## src/rtl/fwd_scoreboard_if.sv

```systemverilog
// Bundle of the forwarding scoreboard's issue, operand, result and writeback
// signals.
//   slave  : scoreboard side. It takes the i_* signals and drives the o_* signals.
//   master : datapath/decode side, with the directions reversed.
// Each signal keeps its datapath name, so wiring reads one-to-one against the CPU.
interface fwd_scoreboard_if #(
  parameter int DATA_W = 16,
  parameter int NREGS  = 8,
  parameter int STAGES = 3,
  parameter int NRP    = 2
);
  localparam int AW = $clog2(NREGS);
  localparam int CW = $clog2(STAGES + 1);

  logic                             i_advance;
  logic                             i_issue_valid;
  logic                             i_issue_wr;
  logic [AW-1:0]                    i_issue_dest;
  logic [NRP-1:0]                   i_rs_used;
  logic [NRP-1:0][AW-1:0]           i_rs_addr;
  logic [NRP-1:0][DATA_W-1:0]       i_rf_data;
  logic [STAGES-1:0]                i_res_vld;
  logic [STAGES-1:0][DATA_W-1:0]    i_res_data;
  logic                             i_flush;
  logic [NRP-1:0][DATA_W-1:0]       o_op_data;
  logic [NRP-1:0]                   o_op_fwd;
  logic                             o_stall;
  logic                             o_wb_en;
  logic [AW-1:0]                    o_wb_dest;
  logic [DATA_W-1:0]                o_wb_data;
  logic [CW-1:0]                    o_inflight;
  logic                             o_underflow;

  modport slave (
    input  i_advance, i_issue_valid, i_issue_wr, i_issue_dest, i_rs_used,
           i_rs_addr, i_rf_data, i_res_vld, i_res_data, i_flush,
    output o_op_data, o_op_fwd, o_stall, o_wb_en, o_wb_dest, o_wb_data,
           o_inflight, o_underflow
  );

  modport master (
    output i_advance, i_issue_valid, i_issue_wr, i_issue_dest, i_rs_used,
           i_rs_addr, i_rf_data, i_res_vld, i_res_data, i_flush,
    input  o_op_data, o_op_fwd, o_stall, o_wb_en, o_wb_dest, o_wb_data,
           o_inflight, o_underflow
  );
endinterface

```

## src/rtl/fwd_scoreboard.sv

```systemverilog
// Operand-forwarding and hazard unit for the pipelined CPU.
// It tracks STAGES in-flight destination entries. Entry 0 is the youngest, and
// entry STAGES-1 retires into the register file.
//   clk, reset : clock and synchronous active-low reset.
//   sb         : issue tags in, per-stage result posting, operand lookup with
//                forwarding, load-use stall, flush, writeback port,
//                in-flight count and sticky underflow.
module fwd_scoreboard #(
  parameter int DATA_W       = 16,
  parameter int NREGS        = 8,
  parameter int STAGES       = 3,
  parameter int NRP          = 2,
  parameter int FLUSH_STAGES = 2
) (
  input  logic            clk,
  input  logic            reset,
  fwd_scoreboard_if.slave sb
);
  localparam int AW = $clog2(NREGS);
  localparam int CW = $clog2(STAGES + 1);

  typedef struct packed {
    logic              vld;
    logic              wr;
    logic [AW-1:0]     dest;
    logic              dv;
    logic [DATA_W-1:0] data;
  } ent_t;

  ent_t [STAGES-1:0]             ent_q, ent_d;
  logic [CW-1:0]                 cnt_q, cnt_d;
  logic                          uf_q;
  logic [STAGES-1:0]             eff_dv;
  logic [STAGES-1:0][DATA_W-1:0] eff_data;
  logic [NRP-1:0]                stall_p;
  logic                          stall, issue, ret_ok, ret_kill, uf_set;

  // A result posted this cycle counts as present immediately.
  // Forwarding and retirement both see it with zero latency.
  always_comb begin
    for (int k = 0; k < STAGES; k++) begin
      eff_dv[k]   = ent_q[k].dv | sb.i_res_vld[k];
      eff_data[k] = sb.i_res_vld[k] ? sb.i_res_data[k] : ent_q[k].data;
    end
  end

  // Per-port lookup. The scan runs from oldest to youngest, so the youngest
  // matching writer is the one left standing.
  for (genvar p = 0; p < NRP; p++) begin : g_port
    logic              hit, hit_dv;
    logic [DATA_W-1:0] hit_data;
    always_comb begin
      hit      = 1'b0;
      hit_dv   = 1'b0;
      hit_data = '0;
      for (int k = STAGES - 1; k >= 0; k--) begin
        if (ent_q[k].vld && ent_q[k].wr && ent_q[k].dest == sb.i_rs_addr[p]) begin
          hit      = 1'b1;
          hit_dv   = eff_dv[k];
          hit_data = eff_data[k];
        end
      end
    end
    assign sb.o_op_fwd[p]  = hit & hit_dv;
    assign sb.o_op_data[p] = (hit & hit_dv) ? hit_data : sb.i_rf_data[p];
    assign stall_p[p]      = sb.i_rs_used[p] & hit & ~hit_dv;
  end

  assign stall = sb.i_issue_valid & (|stall_p);
  assign issue = sb.i_advance & sb.i_issue_valid & ~stall & ~sb.i_flush;

  // The retiring entry is only flushed when the flush window covers every stage.
  assign ret_kill = sb.i_flush && (FLUSH_STAGES >= STAGES);
  assign ret_ok   = sb.i_advance & ent_q[STAGES-1].vld & ent_q[STAGES-1].wr & ~ret_kill;
  assign uf_set   = ret_ok & ~eff_dv[STAGES-1];

  always_comb begin
    ent_d = ent_q;
    for (int k = 0; k < STAGES; k++) begin
      ent_d[k].dv   = eff_dv[k];
      ent_d[k].data = eff_data[k];
    end
    if (sb.i_advance) begin
      ent_d[0] = '0;
      if (issue) begin
        ent_d[0].vld  = 1'b1;
        ent_d[0].wr   = sb.i_issue_wr;
        ent_d[0].dest = sb.i_issue_dest;
      end
      for (int k = 1; k < STAGES; k++) begin
        ent_d[k]      = ent_q[k-1];
        ent_d[k].dv   = eff_dv[k-1];
        ent_d[k].data = eff_data[k-1];
      end
    end
    // Young stages die on flush. On an advance, the entry landing in the
    // first surviving stage came from the flushed window, so it dies too.
    if (sb.i_flush) begin
      for (int k = 0; k < STAGES; k++)
        if (k < FLUSH_STAGES || (sb.i_advance && k == FLUSH_STAGES))
          ent_d[k].vld = 1'b0;
    end
    cnt_d = '0;
    for (int k = 0; k < STAGES; k++)
      cnt_d = cnt_d + CW'(ent_d[k].vld);
  end

  always_ff @(posedge clk) begin
    if (!reset) begin
      ent_q <= '0;
      cnt_q <= '0;
      uf_q  <= 1'b0;
    end else begin
      ent_q <= ent_d;
      cnt_q <= cnt_d;
      if (uf_set) uf_q <= 1'b1;
    end
  end

  assign sb.o_stall     = stall;
  assign sb.o_wb_en     = ret_ok & eff_dv[STAGES-1];
  assign sb.o_wb_dest   = ent_q[STAGES-1].dest;
  assign sb.o_wb_data   = eff_data[STAGES-1];
  assign sb.o_inflight  = cnt_q;
  assign sb.o_underflow = uf_q;
endmodule

```

## src/flat_wrapper.sv

```systemverilog
// flat-port wrapper written by rule: the top's interface ports become plain ports
module fwd_scoreboard_flat 
#(
  parameter int DATA_W       = 16,
  parameter int NREGS        = 8,
  parameter int STAGES       = 3,
  parameter int NRP          = 2,
  parameter int FLUSH_STAGES = 2
)
  (clk, reset, sb_i_advance, sb_i_issue_valid, sb_i_issue_wr, sb_i_issue_dest, sb_i_rs_used, sb_i_rs_addr, sb_i_rf_data, sb_i_res_vld, sb_i_res_data, sb_i_flush, sb_o_op_data, sb_o_op_fwd, sb_o_stall, sb_o_wb_en, sb_o_wb_dest, sb_o_wb_data, sb_o_inflight, sb_o_underflow);
  fwd_scoreboard_if #(.DATA_W(DATA_W), .NREGS(NREGS), .STAGES(STAGES), .NRP(NRP)) sb_i ();
  input  logic clk;
  input  logic reset;
  input wire logic [$bits(sb_i.i_advance)-1:0] sb_i_advance;
  input wire logic [$bits(sb_i.i_issue_valid)-1:0] sb_i_issue_valid;
  input wire logic [$bits(sb_i.i_issue_wr)-1:0] sb_i_issue_wr;
  input wire logic [$bits(sb_i.i_issue_dest)-1:0] sb_i_issue_dest;
  input wire logic [$bits(sb_i.i_rs_used)-1:0] sb_i_rs_used;
  input wire logic [$bits(sb_i.i_rs_addr)-1:0] sb_i_rs_addr;
  input wire logic [$bits(sb_i.i_rf_data)-1:0] sb_i_rf_data;
  input wire logic [$bits(sb_i.i_res_vld)-1:0] sb_i_res_vld;
  input wire logic [$bits(sb_i.i_res_data)-1:0] sb_i_res_data;
  input wire logic [$bits(sb_i.i_flush)-1:0] sb_i_flush;
  output wire logic [$bits(sb_i.o_op_data)-1:0] sb_o_op_data;
  output wire logic [$bits(sb_i.o_op_fwd)-1:0] sb_o_op_fwd;
  output wire logic [$bits(sb_i.o_stall)-1:0] sb_o_stall;
  output wire logic [$bits(sb_i.o_wb_en)-1:0] sb_o_wb_en;
  output wire logic [$bits(sb_i.o_wb_dest)-1:0] sb_o_wb_dest;
  output wire logic [$bits(sb_i.o_wb_data)-1:0] sb_o_wb_data;
  output wire logic [$bits(sb_i.o_inflight)-1:0] sb_o_inflight;
  output wire logic [$bits(sb_i.o_underflow)-1:0] sb_o_underflow;
  assign sb_i.i_advance = sb_i_advance;
  assign sb_i.i_issue_valid = sb_i_issue_valid;
  assign sb_i.i_issue_wr = sb_i_issue_wr;
  assign sb_i.i_issue_dest = sb_i_issue_dest;
  assign sb_i.i_rs_used = sb_i_rs_used;
  assign sb_i.i_rs_addr = sb_i_rs_addr;
  assign sb_i.i_rf_data = sb_i_rf_data;
  assign sb_i.i_res_vld = sb_i_res_vld;
  assign sb_i.i_res_data = sb_i_res_data;
  assign sb_i.i_flush = sb_i_flush;
  assign sb_o_op_data = sb_i.o_op_data;
  assign sb_o_op_fwd = sb_i.o_op_fwd;
  assign sb_o_stall = sb_i.o_stall;
  assign sb_o_wb_en = sb_i.o_wb_en;
  assign sb_o_wb_dest = sb_i.o_wb_dest;
  assign sb_o_wb_data = sb_i.o_wb_data;
  assign sb_o_inflight = sb_i.o_inflight;
  assign sb_o_underflow = sb_i.o_underflow;
  fwd_scoreboard #(.DATA_W(DATA_W), .NREGS(NREGS), .STAGES(STAGES), .NRP(NRP), .FLUSH_STAGES(FLUSH_STAGES)) u_core (.clk(clk), .reset(reset), .sb(sb_i));
endmodule
```

## config.mk

```make
export PLATFORM = sky130hd
export DESIGN_NAME = fwd_scoreboard_flat
export DESIGN_NICKNAME = d
export VERILOG_FILES = /design/src/rtl/fwd_scoreboard_if.sv /design/src/rtl/fwd_scoreboard.sv /design/src/flat_wrapper.sv
export SDC_FILE = /design/constraint.sdc
export NUM_CORES = 1
export LEC_CHECK = 0
export ABC_AREA = 1
export CAP_MARGIN = 5
export CORE_MARGIN = 2
export CORE_UTILIZATION = 49
export DETAILED_ROUTE_END_ITERATION = 10
export GPL_TIMING_DRIVEN = 0
export PLACE_DENSITY = 0.89
export RECOVER_POWER = 25
export SLEW_MARGIN = 20
export SYNTH_ARGS = -nofsm -noshare
export SYNTH_HDL_FRONTEND = slang
export SYNTH_SLANG_ARGS = --single-unit
```

## constraint.sdc

```tcl
create_clock -name clk -period 3.9 [get_ports clk]
set_input_delay 1.17 -clock clk [delete_from_list [all_inputs] [get_ports clk]]
set_output_delay 1.17 -clock clk [all_outputs]
set_load 0.05 [all_outputs]
```

# After elaboration in Yosys (flattened, before gate mapping)
# Index checks and enable logic that the tools add are counted.
# word_totals
word_cells,88
output_inout_bits,58
regBits,69
input_bits,100
# op_classes
mux,29
n_addsub,2
bitwise,23
eq_ne,6
reduce_logical,11
# op_table
op,count
$mux 16,11
$mux 66,1
$eq 3x3->1,6
$mux 1,16
$and 1x1->1,14
$logic_and 1x1->1,9
$not 1->1,6
$mux 5,1
$reduce_or 2->1,2
$or 1x1->1,3
$add 1x1->2,1
$add 2x1->2,1

# Longest topological paths before layout
# Gate-level depths: netlist of the first run.
# depth
word_depth,17
mapped_depth,17
mapped_depth_nobuf,17

# Worst setup path after synthesis of the first run
# OpenSTA, ideal clock, no wires.
# synth_path
kind,input port to output port
start,input sb_i_res_vld[2]
end,output sb_o_op_data[16]
t_required_ns,2.730
n_path_buf,2
cell_stages,9
arrival_time_ns,3.127
slack_ns,-0.397
path_cell_list,buf_2 > inv_1 > buf_4 > nand2_1 > nand2_1 > inv_1 > nor3_1 > o22ai_1 > o21ai_0
# synth_rtl
element,line_no,rtl
"start, declared",flat_wrapper.sv:21,input wire logic [$bits(sb_i.i_res_vld)-1:0] sb_i_res_vld;
"end, declared",flat_wrapper.sv:24,output wire logic [$bits(sb_i.o_op_data)-1:0] sb_o_op_data;

# Worst setup path in the final report of the first run
# layout_path
start,input sb_i_res_vld[1]
end,output sb_o_op_data[25]
# layout_via
elab_chain_len,5
elab_cells_between_ends,8
classes_between,6 x mux; 2 x bitwise
# layout_lines
element,line_no,rtl
$or 1x1->1,fwd_scoreboard.sv:42,eff_dv[k] = ent_q[k].dv | sb.i_res_vld[k];
$mux 1 (2 in a row),fwd_scoreboard.sv:57,if (ent_q[k].vld && ent_q[k].wr && ent_q[k].dest == sb.i_rs_addr[p]) begin
$and 1x1->1,fwd_scoreboard.sv:65,assign sb.o_op_data[p] = (hit & hit_dv) ? hit_data : sb.i_rf_data[p];
$mux 16 (*),fwd_scoreboard.sv:65,
# Mark *: on every way between the ends. The rest lies on a longest branch, timed or not.

==> flow_metrics.py, run 1 <==
metrics = {
    "power": {
        "peakVddDrop_v": 0.0002964,
        "cellPowerDensity_nw_per_um2": 295.3,
        "pwr-share-comb_pct": 27.8,
        "switching_share_pct": 33.11,
        "p_switching_mw": 0.6606,
        "p_clk_share_pct": 34.4,
        "total_power_mw": 1.995,
        "seqPwrFrac_pct": 37.8,
        "power.leakage_nw": 3.039,
        "p_int_mw": 1.334,
    },
    "synth": {
        "synthTopCellsByArea": "dfxtp_1, nand2_1, o22ai_1",
        "syn_nets": 743,
        "ys_seq_area_share_pct": 31.33,
        "syn_avg_cell_area_um2": 6.868,
        "yosysTopAreaCellShare_pct": 31.33,
        "yosys_warnings": 0,
        "syn_area_um2": 4409,
        "syn_inst": 642,
        "synth_top_cell_by_area": "dfxtp_1",
        "ys_ff_latch": 69,
        "yosys.cell_types.count": 36,
    },
    "grt": {
        "overflow": 0,
        "busiest_layer": "met2",
        "grt_usage_pct": 31.11,
        "grt_use_met2_pct": 51.61,
        "grt_start_max_net_pins": 15,
        "antenna_found_initial": 0,
        "grt_use_met1_pct": 40.11,
        "grt_pass1_vias": 4935,
        "grt_pass1_wl_mm": 24.44,
        "grt_use_met3_pct": 5.603,
    },
    "critical_path": {
        "r2r-end": "u_core.sb.o_inflight[0]",
        "path_class": "primary input to primary output",
        "cp-end-kind": "primary output",
        "critPathArrivalTime_ns": 2.85,
        "path_max_fanout": 10,
        "cp.required_ns": 2.73,
        "rr_startpoint": "u_core.ent_q[43]",
        "reg2reg_depth": 16,
        "r2r_slack_ns": 1.44,
        "cp-start-kind": "primary input",
    },
    "placed_design": {
        "globalplace.congestion": 1.042,
        "pre_cts_ws_ns": -1.058,
        "port_buffers": 153,
        "hpwlAfterDp_mm": 12.03,
    },
    "sta": {
        "setup_viol": 4,
        "hold_viol": 0,
        "maxSlewViolCount": 0,
        "fmax_mhz": 248.7,
        "rsz0062_at_grt": "yes",
        "post-route-period-util_pct": 103.1,
        "fin_skew_ns": 0.01148,
        "tightest_slew_ns": 0.5880,
        "setup_ws_ns": -0.1215,
        "maxSlewHeadroom_pct": 60.80,
        "fin_setup_tns_ns": -0.1842,
        "fin_crit_ns": 4.021,
    },
    "status": {
        "status": "finished, violations left",
        "violations": "setup timing",
    },
    "route": {
        "wire_per_inst_um": 17.70,
        "route.detailed.drc": 0,
        "drtAntennaViolNets": 0,
        "drtIter0Drc": 634,
        "drtPass1Iterations": 6,
        "vias_per_cell": 5.745,
        "vias": 5354,
        "wl_mm": 16.50,
    },
    "layout": {
        "diodes": 0,
        "syn_to_final_growth_pct": 53.18,
        "nNetsFinal": 920,
        "drive_gt1_share_pct": 26.70,
    },
    "floorplanning": {
        "coreArea_um2": 8721,
        "dieWidth_um": 98.86,
        "fp.dieH_um": 98.86,
        "fp.dieArea_um2": 9773,
        "initial_core_util_pct": 50.56,
        "io_pins": 158,
        "rows": 34,
    },
    "clock_tree": {
        "clock_latency_ns": 0.35,
        "htreeDepth": 3,
        "clockBufferDepth": 2,
        "clkSinkCount": 69,
        "clockRootBuffer": "clkbuf_8",
        "cts_tree": "built",
        "clk_pin_slew_ns": 0.08,
        "cts_buffers": 9,
        "hold_buffers": 0,
    },
    "hold_path": {
        "whs_path_depth": 2,
        "min_from": "u_core.sb.o_underflow",
        "hold_end": "u_core.sb.o_underflow",
        "worstHoldPathType": "flip-flop to flip-flop",
    },
    "flow_run": {
        "max_cap_viol_count": 0,
    },
}
## area by class of cell
| cell class | instances | area (µm²) |
|---|---|---|
| Clock inverter | 7 | 105.1 |
| Inverter | 86 | 332.8 |
| Sequential cell | 69 | 1381 |
| Tap cell | 108 | 135.1 |
| Multi-Input combinational cell | 433 | 2660 |
| Clock buffer | 9 | 123.9 |
| Timing Repair Buffer | 165 | 1628 |
| Buffer | 55 | 387.9 |
| Fill cell | 590 | 1967 |
## metal layers
layer | part of all wire [%] | up-vias
li1 | - | 2465
met1 | 39 | 2418
met2 | 47 | 392
met3 | 9.6 | 79
met4 | 4.6 | 0
met5 | 0 | -
## worst max path at each step
stage | from | endpoint | slack (ns) | cells after the start
after floorplan | sb_i_res_vld[2] | sb_o_op_data[16] | -0.02 | 9
after global placement | sb_i_rs_addr[3] | sb_o_op_data[20] | -1.03 | 13
after detailed placement | sb_i_rs_addr[3] | sb_o_op_data[21] | -1.06 | 13
after CTS | sb_i_rs_addr[5] | sb_o_op_data[31] | 0.001 | 13
after global routing | sb_i_res_vld[1] | sb_o_op_data[25] | -0.17 | 7
final | sb_i_res_vld[1] | sb_o_op_data[25] | -0.12 | 7
## cell families (layout without fill, tap and decap cells)
logic type      after synthesis  in the layout  share of synthesized area [%]
xor+xnor                      5              5                         0.9934
buf+inv                     141            322                          15.18
mux                          16             16                          3.632
fa+ha+maj                     1              1                         0.4540
simple gates                260            261                          26.31
compound gates              150            150                          22.11
flops                        69             69                          31.33
## critical path, cell delays in order
cell and delay (ns):
buf_2 0.21, buf_4 0.28, mux2i_1 0.50, o21ai_0 0.18, o22ai_1 0.26, o21ai_2 0.09, buf_6 0.15
## synthesized netlist by cell type
cell      count
nand2_1     160
inv_1        76
o22ai_1      76
dfxtp_1      69
o21ai_0      39
nor2_1       31
buf_4        21
clkbuf_1     19
nor3_1       19
nor2_2       17
a31oi_2      16
mux2i_1      16
o21ai_1      13
nand3_1      12
buf_2        11
inv_2         8
nand2_2       8
nand2_4       6
a21oi_1       3
xnor2_1       3
a21oi_2       2
buf_12        2
xor2_1        2
a31oi_1       1
and2_1        1
and3_1        1
buf_1         1
buf_6         1
fa_1          1
inv_4         1
inv_6         1
nand3_2       1
nand3_4       1
nor2_4        1
nor4_1        1
or2_1         1
## stage by stage
stage          util, %  instance area, µm²  hold slack [ns]  std cells
6_report         77.45                6754           0.4868        932
5_1_grt          77.45                6754           0.5169        932
4_1_cts          75.25                6563           0.4904        925
3_5_place_dp     70.06                6110           0.4723        903
3_3_place_gp     70.06                6110           0.4697        903
2_1_floorplan        -                4443           0.4529        642
## power by group through the flow
stage	sequential, mW	clock, mW	combinational (mW)
after CTS	0.751	0.677	0.529
final	0.754	0.687	0.554
after detailed placement	0.767	0	0.520
after floorplan	0.767	0	0.297
after global placement	0.765	0	0.511
after global routing	0.757	0.712	0.582
## sequential cells by signal, indices dropped and copies added (netlist names)
name / flops
u_core.sb.o_underflow: 1
u_core.ent_q: 63
u_core.sb.o_wb_dest: 3
u_core.sb.o_inflight: 2
## timing repair
item                                    in CTS  in global routing
setup buffers                                4                  6
gates resized for setup                    311                 50
pin swaps                                   13                 11
gates cloned                                 2                  1
endpoints found under the setup margin      45                 38
## layout by cell type (no fill, tap or decap), types with 3 or more instances in the layout
| master | instances |
|---|---|
| nand2_1 | 161 |
| clkdlybuf4s50_1 | 97 |
| inv_1 | 75 |
| o22ai_1 | 71 |
| dfxtp_1 | 69 |
| buf_4 | 45 |
| buf_6 | 26 |
| nor2_1 | 26 |
| nor2_2 | 18 |
| o21ai_1 | 18 |
| o21ai_0 | 17 |
| o21ai_2 | 14 |
| nor3_1 | 14 |
| clkbuf_1 | 12 |
| nand3_1 | 11 |
| a31oi_2 | 11 |
| dlygate4sd2_1 | 10 |
| mux2i_1 | 9 |
| clkbuf_2 | 9 |
| clkbuf_8 | 9 |
| inv_2 | 8 |
| nand2_4 | 8 |
| buf_2 | 7 |
| mux2i_2 | 7 |
| nand2_2 | 6 |
| nor2_4 | 5 |
| a31oi_4 | 5 |
| nor3_2 | 5 |
| o22ai_2 | 5 |
| clkbuf_4 | 4 |
| a21oi_2 | 3 |
| inv_6 | 3 |
| o21ai_4 | 3 |
| dlymetal6s2s_1 | 3 |
Note: power is estimated with default switching activity, not from simulation.
==> inputs of run 2 (changes only) <==
--- a/config.mk
+++ b/config.mk
@@ -13,6 +13,7 @@
 export GPL_TIMING_DRIVEN = 0
 export PLACE_DENSITY = 0.89
 export RECOVER_POWER = 25
+export SETUP_SLACK_MARGIN = 0.4
 export SLEW_MARGIN = 20
 export SYNTH_ARGS = -nofsm -noshare
 export SYNTH_HDL_FRONTEND = slang
==> flow_metrics.py, run 2 <==
metrics = {
    "synth": {
        "ys_ff_latch": 69,
        "ys_seq_area_share_pct": 31.33,
        "synth-edff-count": 0,
        "synthTopCellsByArea": "dfxtp_1, nand2_1, o22ai_1",
        "syn_area_um2": 4409,
        "yosysTopAreaCellShare_pct": 31.33,
        "async_reset_ff_share_pct": 0,
        "synthTopCellsByCount": "nand2_1, inv_1, o22ai_1",
        "synth_most_common_cell": "nand2_1",
        "synthFlopType": "dfxtp_1",
        "syn_inst": 642,
        "yosys_warnings": 0,
        "syn_nets": 743,
        "synth_top_cell_by_area": "dfxtp_1",
        "yosys.cell_types.count": 36,
        "syn_avg_cell_area_um2": 6.868,
    },
    "floorplanning": {
        "rows": 34,
        "fp.dieH_um": 98.86,
        "io_pins": 158,
        "dieWidth_um": 98.86,
        "initial_core_util_pct": 50.56,
    },
    "status": {
        "flow.stopped_at": "global routing (5_1_grt)",
        "stop_error": "[ERROR DPL-0033] detailed placement checks failed during check placement.",
        "status": "aborted with a tool error",
    },
    "grt": {
        "grt_start_max_net_pins": 13,
        "antenna_found_initial": 0,
    },
    "placed_design": {
        "port_buffers": 153,
        "hpwlAfterDp_mm": 13.39,
        "globalplace.congestion": 1.001,
    },
    "sta": {
        "crit_endpoint": "sb_o_op_data[5]",
        "endpoint_type": "output port",
    },
    "clock_tree": {
        "cts_buffers": 9,
        "clockRootBuffer": "clkbuf_8",
        "htreeDepth": 3,
        "clkSinkCount": 69,
        "clockBufferDepth": 2,
        "hold_buffers": 0,
    },
}
run 2: timing repair:
action                                  CTS
pin swaps                                72
gates cloned                              9
endpoints found under the setup margin   52
resized for setup                       577
setup buffers                            25
run 2: stage by stage:
step | setup slack (ns) | util [%] | std cells | instance area, µm²
CTS | 0.08114 | 93.00 | 952 | 8110
detailed placement | -1.081 | 74.85 | 903 | 6528
global placement | -1.112 | 74.85 | 903 | 6528
floorplan | 0.2789 | - | 642 | 4861
run 2: cells by family after synthesis:
group           share of synthesized area (%)
compound gates                          22.11
flops                                   31.33
xor+xnor                               0.9934
simple gates                            26.31
fa+ha+maj                              0.4540
buf+inv                                 15.18
mux                                     3.632
==> inputs of run 3 (changes only) <==
--- a/config.mk
+++ b/config.mk
@@ -8,12 +8,11 @@
 export ABC_AREA = 1
 export CAP_MARGIN = 5
 export CORE_MARGIN = 2
-export CORE_UTILIZATION = 49
+export CORE_UTILIZATION = 40
 export DETAILED_ROUTE_END_ITERATION = 10
 export GPL_TIMING_DRIVEN = 0
-export PLACE_DENSITY = 0.89
+export PLACE_DENSITY_LB_ADDON = 0.15
 export RECOVER_POWER = 25
-export SETUP_SLACK_MARGIN = 0.4
 export SLEW_MARGIN = 20
 export SYNTH_ARGS = -nofsm -noshare
 export SYNTH_HDL_FRONTEND = slang
==> flow_metrics.py, run 3 (same netlist as run 1, synthesis figures left out) <==
metrics = {
    "critical_path": {
        "cpMaxStageDelayCell": "mux2i_1",
        "path_max_fanout": 10,
        "critPathArrivalTime_ns": 2.70,
        "worst-path-buf-inv": 3,
        "path_class": "primary input to primary output",
        "crit_chain": "buf_2 -> buf_4 -> mux2i_1 -> o21ai_1 -> o22ai_2 -> o21ai_2 -> buf_6",
        "max_stage_delay_ns": 0.47,
        "crit_family": "buffers and inverters",
        "cp.required_ns": 2.73,
        "cp-start-kind": "primary input",
        "cp-end-kind": "primary output",
    },
    "sta": {
        "fin_setup_tns_ns": 0,
        "hold_viol": 0,
        "maxSlewViolCount": 0,
        "post-route-period-util_pct": 99.35,
        "rsz0062_at_grt": "yes",
        "setup_viol": 0,
        "fin_skew_ns": 0.01619,
        "tightest_slew_ns": 0.5633,
        "maxSlewHeadroom_pct": 61.37,
        "fmax_mhz": 258.1,
        "fin_crit_ns": 3.875,
    },
    "floorplanning": {
        "dieWidth_um": 109.0,
        "initial_core_util_pct": 40.85,
        "fp.dieArea_um2": 11880,
        "fp.dieH_um": 109.0,
        "rows": 38,
        "io_pins": 158,
        "coreArea_um2": 10790,
    },
    "layout": {
        "drive_gt1_share_pct": 27.99,
        "layout_commonest_cell": "nand2_1",
        "diodes": 0,
        "layout_common_cells": "nand2_1, clkdlybuf4s50_1, inv_1",
        "finalNonFillerCells": 969,
        "syn_to_final_growth_pct": 55.87,
        "nNetsFinal": 925,
        "regMostFlops": "u_core.ent_q",
        "largest_reg_flops": 63,
    },
    "grt": {
        "antenna_found_initial": 0,
        "overflow": 0,
        "grt_use_met1_pct": 37.89,
        "grt_use_met3_pct": 3.885,
        "busiest_layer": "met2",
        "grt_usage_pct": 26.22,
        "grt_start_max_net_pins": 14,
        "grt_pass1_vias": 4621,
        "grt_pass1_wl_mm": 23.92,
        "grt_use_met2_pct": 39.66,
    },
    "route": {
        "wl_mm": 15.99,
        "vias": 5045,
        "vias_per_cell": 5.206,
        "route.detailed.drc": 0,
        "wire_per_inst_um": 16.51,
        "drtIter0Drc": 390,
        "drtAntennaViolNets": 0,
        "drtPass1Iterations": 5,
    },
    "flow_run": {
        "max_cap_viol_count": 0,
    },
    "clock_tree": {
        "clockBufferDepth": 2,
        "clockRootBuffer": "clkbuf_8",
        "hold_buffers": 0,
        "cts_buffers": 9,
        "clk_pin_slew_ns": 0.08,
        "clkSinkCount": 69,
        "clock_latency_ns": 0.36,
        "htreeDepth": 3,
        "cts_tree": "built",
    },
    "placed_design": {
        "dp_cells": 935,
        "port_buffers": 153,
        "hpwlAfterDp_mm": 12.22,
        "globalplace.congestion": 0.9203,
    },
    "power": {
        "cellPowerDensity_nw_per_um2": 278.7,
        "power.leakage_nw": 3.053,
        "peakVddDrop_v": 0.0001837,
    },
    "hold_path": {
        "worstHoldPathType": "flip-flop to flip-flop",
    },
    "status": {
        "status": "complete, no violations",
    },
}
[run 3: metal layers]
layer	part of all wire, %	up-vias
met5	0	-
met4	2.1	0
met3	7.5	25
met2	44	224
met1	46	2310
li1	-	2486
[run 3: worst paths after layout]
path                                       startpoint                      end  slack, ns  cells after the start
worst min-delay path            u_core.sb.o_underflow    u_core.sb.o_underflow       0.48                      2
worst max register to register       u_core.ent_q[19]  u_core.sb.o_inflight[0]       1.40                     15
worst max-delay path                  sb_i_res_vld[1]         sb_o_op_data[29]       0.03                      7
worst min register to register  u_core.sb.o_underflow    u_core.sb.o_underflow       0.48                      2
[run 3: layout make-up]
cell class	instances	area, µm²
Fill cell	981	3920
Timing Repair Buffer	170	1693
Sequential cell	69	1381
Clock inverter	6	71.32
Buffer	55	410.4
Clock buffer	10	127.6
Tap cell	140	175.2
Multi-Input combinational cell	433	2676
Inverter	86	337.8
[run 3: power breakdown]
group          switching, mW  internal (mW)  leakage, nW  total (mW)
combinational          0.325          0.227         2.39       0.552
sequential            0.0123          0.740        0.566       0.753
clock                  0.309          0.301       0.0935       0.610
[run 3: worst register-to-register path: stages (launching register included)]
cell     delay, ns
dfxtp_1       0.42
inv_1         0.11
nand2_1       0.07
nand2_1       0.06
nor2_2        0.16
buf_4         0.13
nand3_1       0.16
nand2_8       0.17
nand2_1       0.13
nand3_4       0.14
nand2_1       0.06
nand2_1       0.10
inv_1         0.07
fa_1          0.54
nand2_1       0.06
inv_1         0.06
[run 3: what timing repair did]
item                       CTS  global route
hold endpoints to repair     0             0
setup endpoints to repair   45            37
pin swaps                   13            16
resized for setup          328            60
setup buffers               10             4
cloned                       3             1
[run 3: metrics by stage]
stage	instance area (µm²)	total power [mW]	hold WS [ns]	utilization (%)	worst slack [ns]
2_1_floorplan	4443	1.064	0.4529	-	-0.02039
3_3_place_gp	6150	1.281	0.4567	56.98	-1.069
3_5_place_dp	6150	1.287	0.4581	56.98	-1.072
4_1_cts	6661	1.893	0.4785	61.72	0.007247
5_1_grt	6873	1.982	0.5155	63.68	-0.09830
6_report	6873	1.915	0.4768	63.68	0.02522
==> inputs of run 4 (changes only) <==
==> constraint.sdc (replaced) <==
create_clock -name clk -period 4.5 [get_ports clk]
set_input_delay 1.35 -clock clk [delete_from_list [all_inputs] [get_ports clk]]
set_output_delay 1.35 -clock clk [all_outputs]
set_load 0.05 [all_outputs]
==> flow_metrics.py, run 4 (same netlist as run 1, synthesis figures left out) <==
metrics = {
    "status": {
        "status": "complete, no violations",
    },
    "clock_tree": {
        "clockRootBuffer": "clkbuf_8",
        "clock_latency_ns": 0.35,
        "clockBufferDepth": 2,
        "clk_pin_slew_ns": 0.08,
        "cts_buffers": 9,
        "cts_tree": "built",
        "htreeDepth": 3,
        "hold_buffers": 0,
        "clkSinkCount": 69,
    },
    "route": {
        "drtAntennaViolNets": 0,
        "drtIter0Drc": 411,
        "vias": 4794,
        "drtPass1Iterations": 5,
        "wl_mm": 15.24,
        "route.detailed.drc": 0,
        "wire_per_inst_um": 16.01,
        "vias_per_cell": 5.036,
    },
    "sta": {
        "fin_skew_ns": 0.009146,
        "rsz0062_at_grt": "no",
        "fmax_mhz": 227.2,
        "setup_viol": 0,
        "maxSlewViolCount": 0,
        "fin_setup_tns_ns": 0,
        "setup_ws_ns": 0.09891,
        "maxSlewHeadroom_pct": 61.70,
        "fin_crit_ns": 4.401,
        "hold_viol": 0,
        "post-route-period-util_pct": 97.80,
        "tightest_slew_ns": 0.5585,
    },
    "critical_path": {
        "reg2reg_depth": 16,
        "r2r_slack_ns": 2.09,
        "cp-end-kind": "primary output",
        "rr_startpoint": "u_core.ent_q[43]",
        "cp-start-kind": "primary input",
        "critPathArrivalTime_ns": 3.05,
        "cp.required_ns": 3.15,
        "r2r-end": "u_core.sb.o_inflight[0]",
        "path_class": "primary input to primary output",
        "path_max_fanout": 10,
    },
    "layout": {
        "multi_input_area_um2": 2411,
        "largest_reg_flops": 63,
        "layout_commonest_cell": "nand2_1",
        "nNetsFinal": 908,
        "seq_area_um2": 1381,
        "fillCellCount": 1069,
        "diodes": 0,
        "syn_to_final_growth_pct": 43.81,
        "drive_gt1_share_pct": 20.20,
        "regMostFlops": "u_core.ent_q",
        "layout_common_cells": "nand2_1, clkdlybuf4s50_1, inv_1",
    },
    "grt": {
        "busiest_layer": "met1",
        "grt_use_met3_pct": 3.885,
        "antenna_found_initial": 0,
        "overflow": 0,
        "grt_usage_pct": 25.32,
        "grt_pass1_wl_mm": 23.18,
        "grt_use_met2_pct": 37.53,
        "grt_use_met1_pct": 38.73,
        "grt_start_max_net_pins": 14,
        "grt_pass1_vias": 4317,
    },
    "placed_design": {
        "pre_cts_ws_ns": -0.8586,
        "port_buffers": 153,
        "hpwlAfterDp_mm": 12.51,
        "globalplace.congestion": 0.9241,
    },
    "power": {
        "p_switching_mw": 0.5404,
        "power.leakage_nw": 2.839,
        "p_clk_share_pct": 32.2,
        "p_int_mw": 1.089,
        "seqPwrFrac_pct": 39.9,
        "peakVddDrop_v": 0.0001807,
        "cellPowerDensity_nw_per_um2": 256.9,
        "total_power_mw": 1.629,
        "switching_share_pct": 33.17,
        "pwr-share-comb_pct": 27.9,
    },
    "floorplanning": {
        "coreArea_um2": 10790,
        "dieWidth_um": 109.0,
        "rows": 38,
        "fp.dieH_um": 109.0,
        "initial_core_util_pct": 40.85,
        "fp.dieArea_um2": 11880,
        "io_pins": 158,
    },
    "hold_path": {
        "whs_path_depth": 2,
        "worstHoldPathType": "flip-flop to flip-flop",
        "min_from": "u_core.ent_q[42]",
        "hold_end": "u_core.ent_q[42]",
    },
    "flow_run": {
        "max_cap_viol_count": 0,
    },
}
[run 4: cell count changes in the layout (fill, tap and decap cells not counted), moves of 6 or more]
cell and change:
mux2i_2 -8, buf_4 +6, nor3_2 -7, nor3_1 +9, mux2i_1 +9, buf_6 -20
o21ai_2 -11, o21ai_0 +10, clkdlybuf4s50_1 +12
[run 4: per-layer routing]
layer / part of all wire, % / vias up
li1: - / 2435
met1: 49 / 2141
met2: 43 / 209
met3: 7.6 / 9
met4: 0.64 / 0
met5: 0 / -
[run 4: area by class of cell]
| class | instances | share of cell area [%] |
|---|---|---|
| Buffer | 55 | 5.781 |
| Clock inverter | 6 | 1.125 |
| Tap cell | 140 | 2.762 |
| Inverter | 86 | 5.209 |
| Sequential cell | 69 | 21.78 |
| Timing Repair Buffer | 154 | 23.30 |
| Clock buffer | 10 | 2.013 |
| Multi-Input combinational cell | 432 | 38.02 |
[run 4: worst max path at each step]
stage,from,endpoint,slack [ns],depth (start not counted)
final,sb_i_rs_addr[2],sb_o_op_data[14],0.1,13
after global routing,sb_i_rs_addr[2],sb_o_op_data[1],0.004,11
after CTS,sb_i_res_vld[0],sb_o_op_data[30],0.03,7
after detailed placement,sb_i_rs_addr[3],sb_o_op_data[21],-0.86,13
after global placement,sb_i_rs_addr[3],sb_o_op_data[21],-0.82,13
after floorplan,sb_i_res_vld[2],sb_o_op_data[26],0.22,9
[run 4: timing repair]
action / CTS / global route
pin swaps: 7 / 1
gates resized for setup: 238 / 24
setup endpoints to repair: 35 / 29
setup buffers: 0 / 1
[run 4: power groups by stage]
stage               clock network [mW]  registers, mW  logic [mW]
global route                     0.555          0.653       0.485
detailed placement                   0          0.665       0.451
global placement                     0          0.663       0.447
finish                           0.524          0.651       0.454
CTS                              0.530          0.650       0.450
floorplan                            0          0.664       0.256
[run 4: worst max-delay path, stage by stage]
cell and delay (ns):
clkdlybuf4s15_1 0.26, xor2_1 0.21, nor2_2 0.18, nand2_4 0.12, nand2_2 0.09, inv_2 0.04
nand2_4 0.05, nand2_4 0.06, inv_6 0.09, buf_12 0.14, nor2_2 0.04, a31oi_2 0.21
buf_6 0.19
[run 4: through the flow]
step	cell area, µm²	instances	hold WS, ns	utilization, %
detailed placement	6116	935	0.4794	56.67
floorplan	4409	642	0.4529	-
CTS	6296	951	0.4984	58.34
global route	6341	952	0.5383	58.75
global placement	6116	935	0.4742	56.67
finish	6341	952	0.4996	58.75
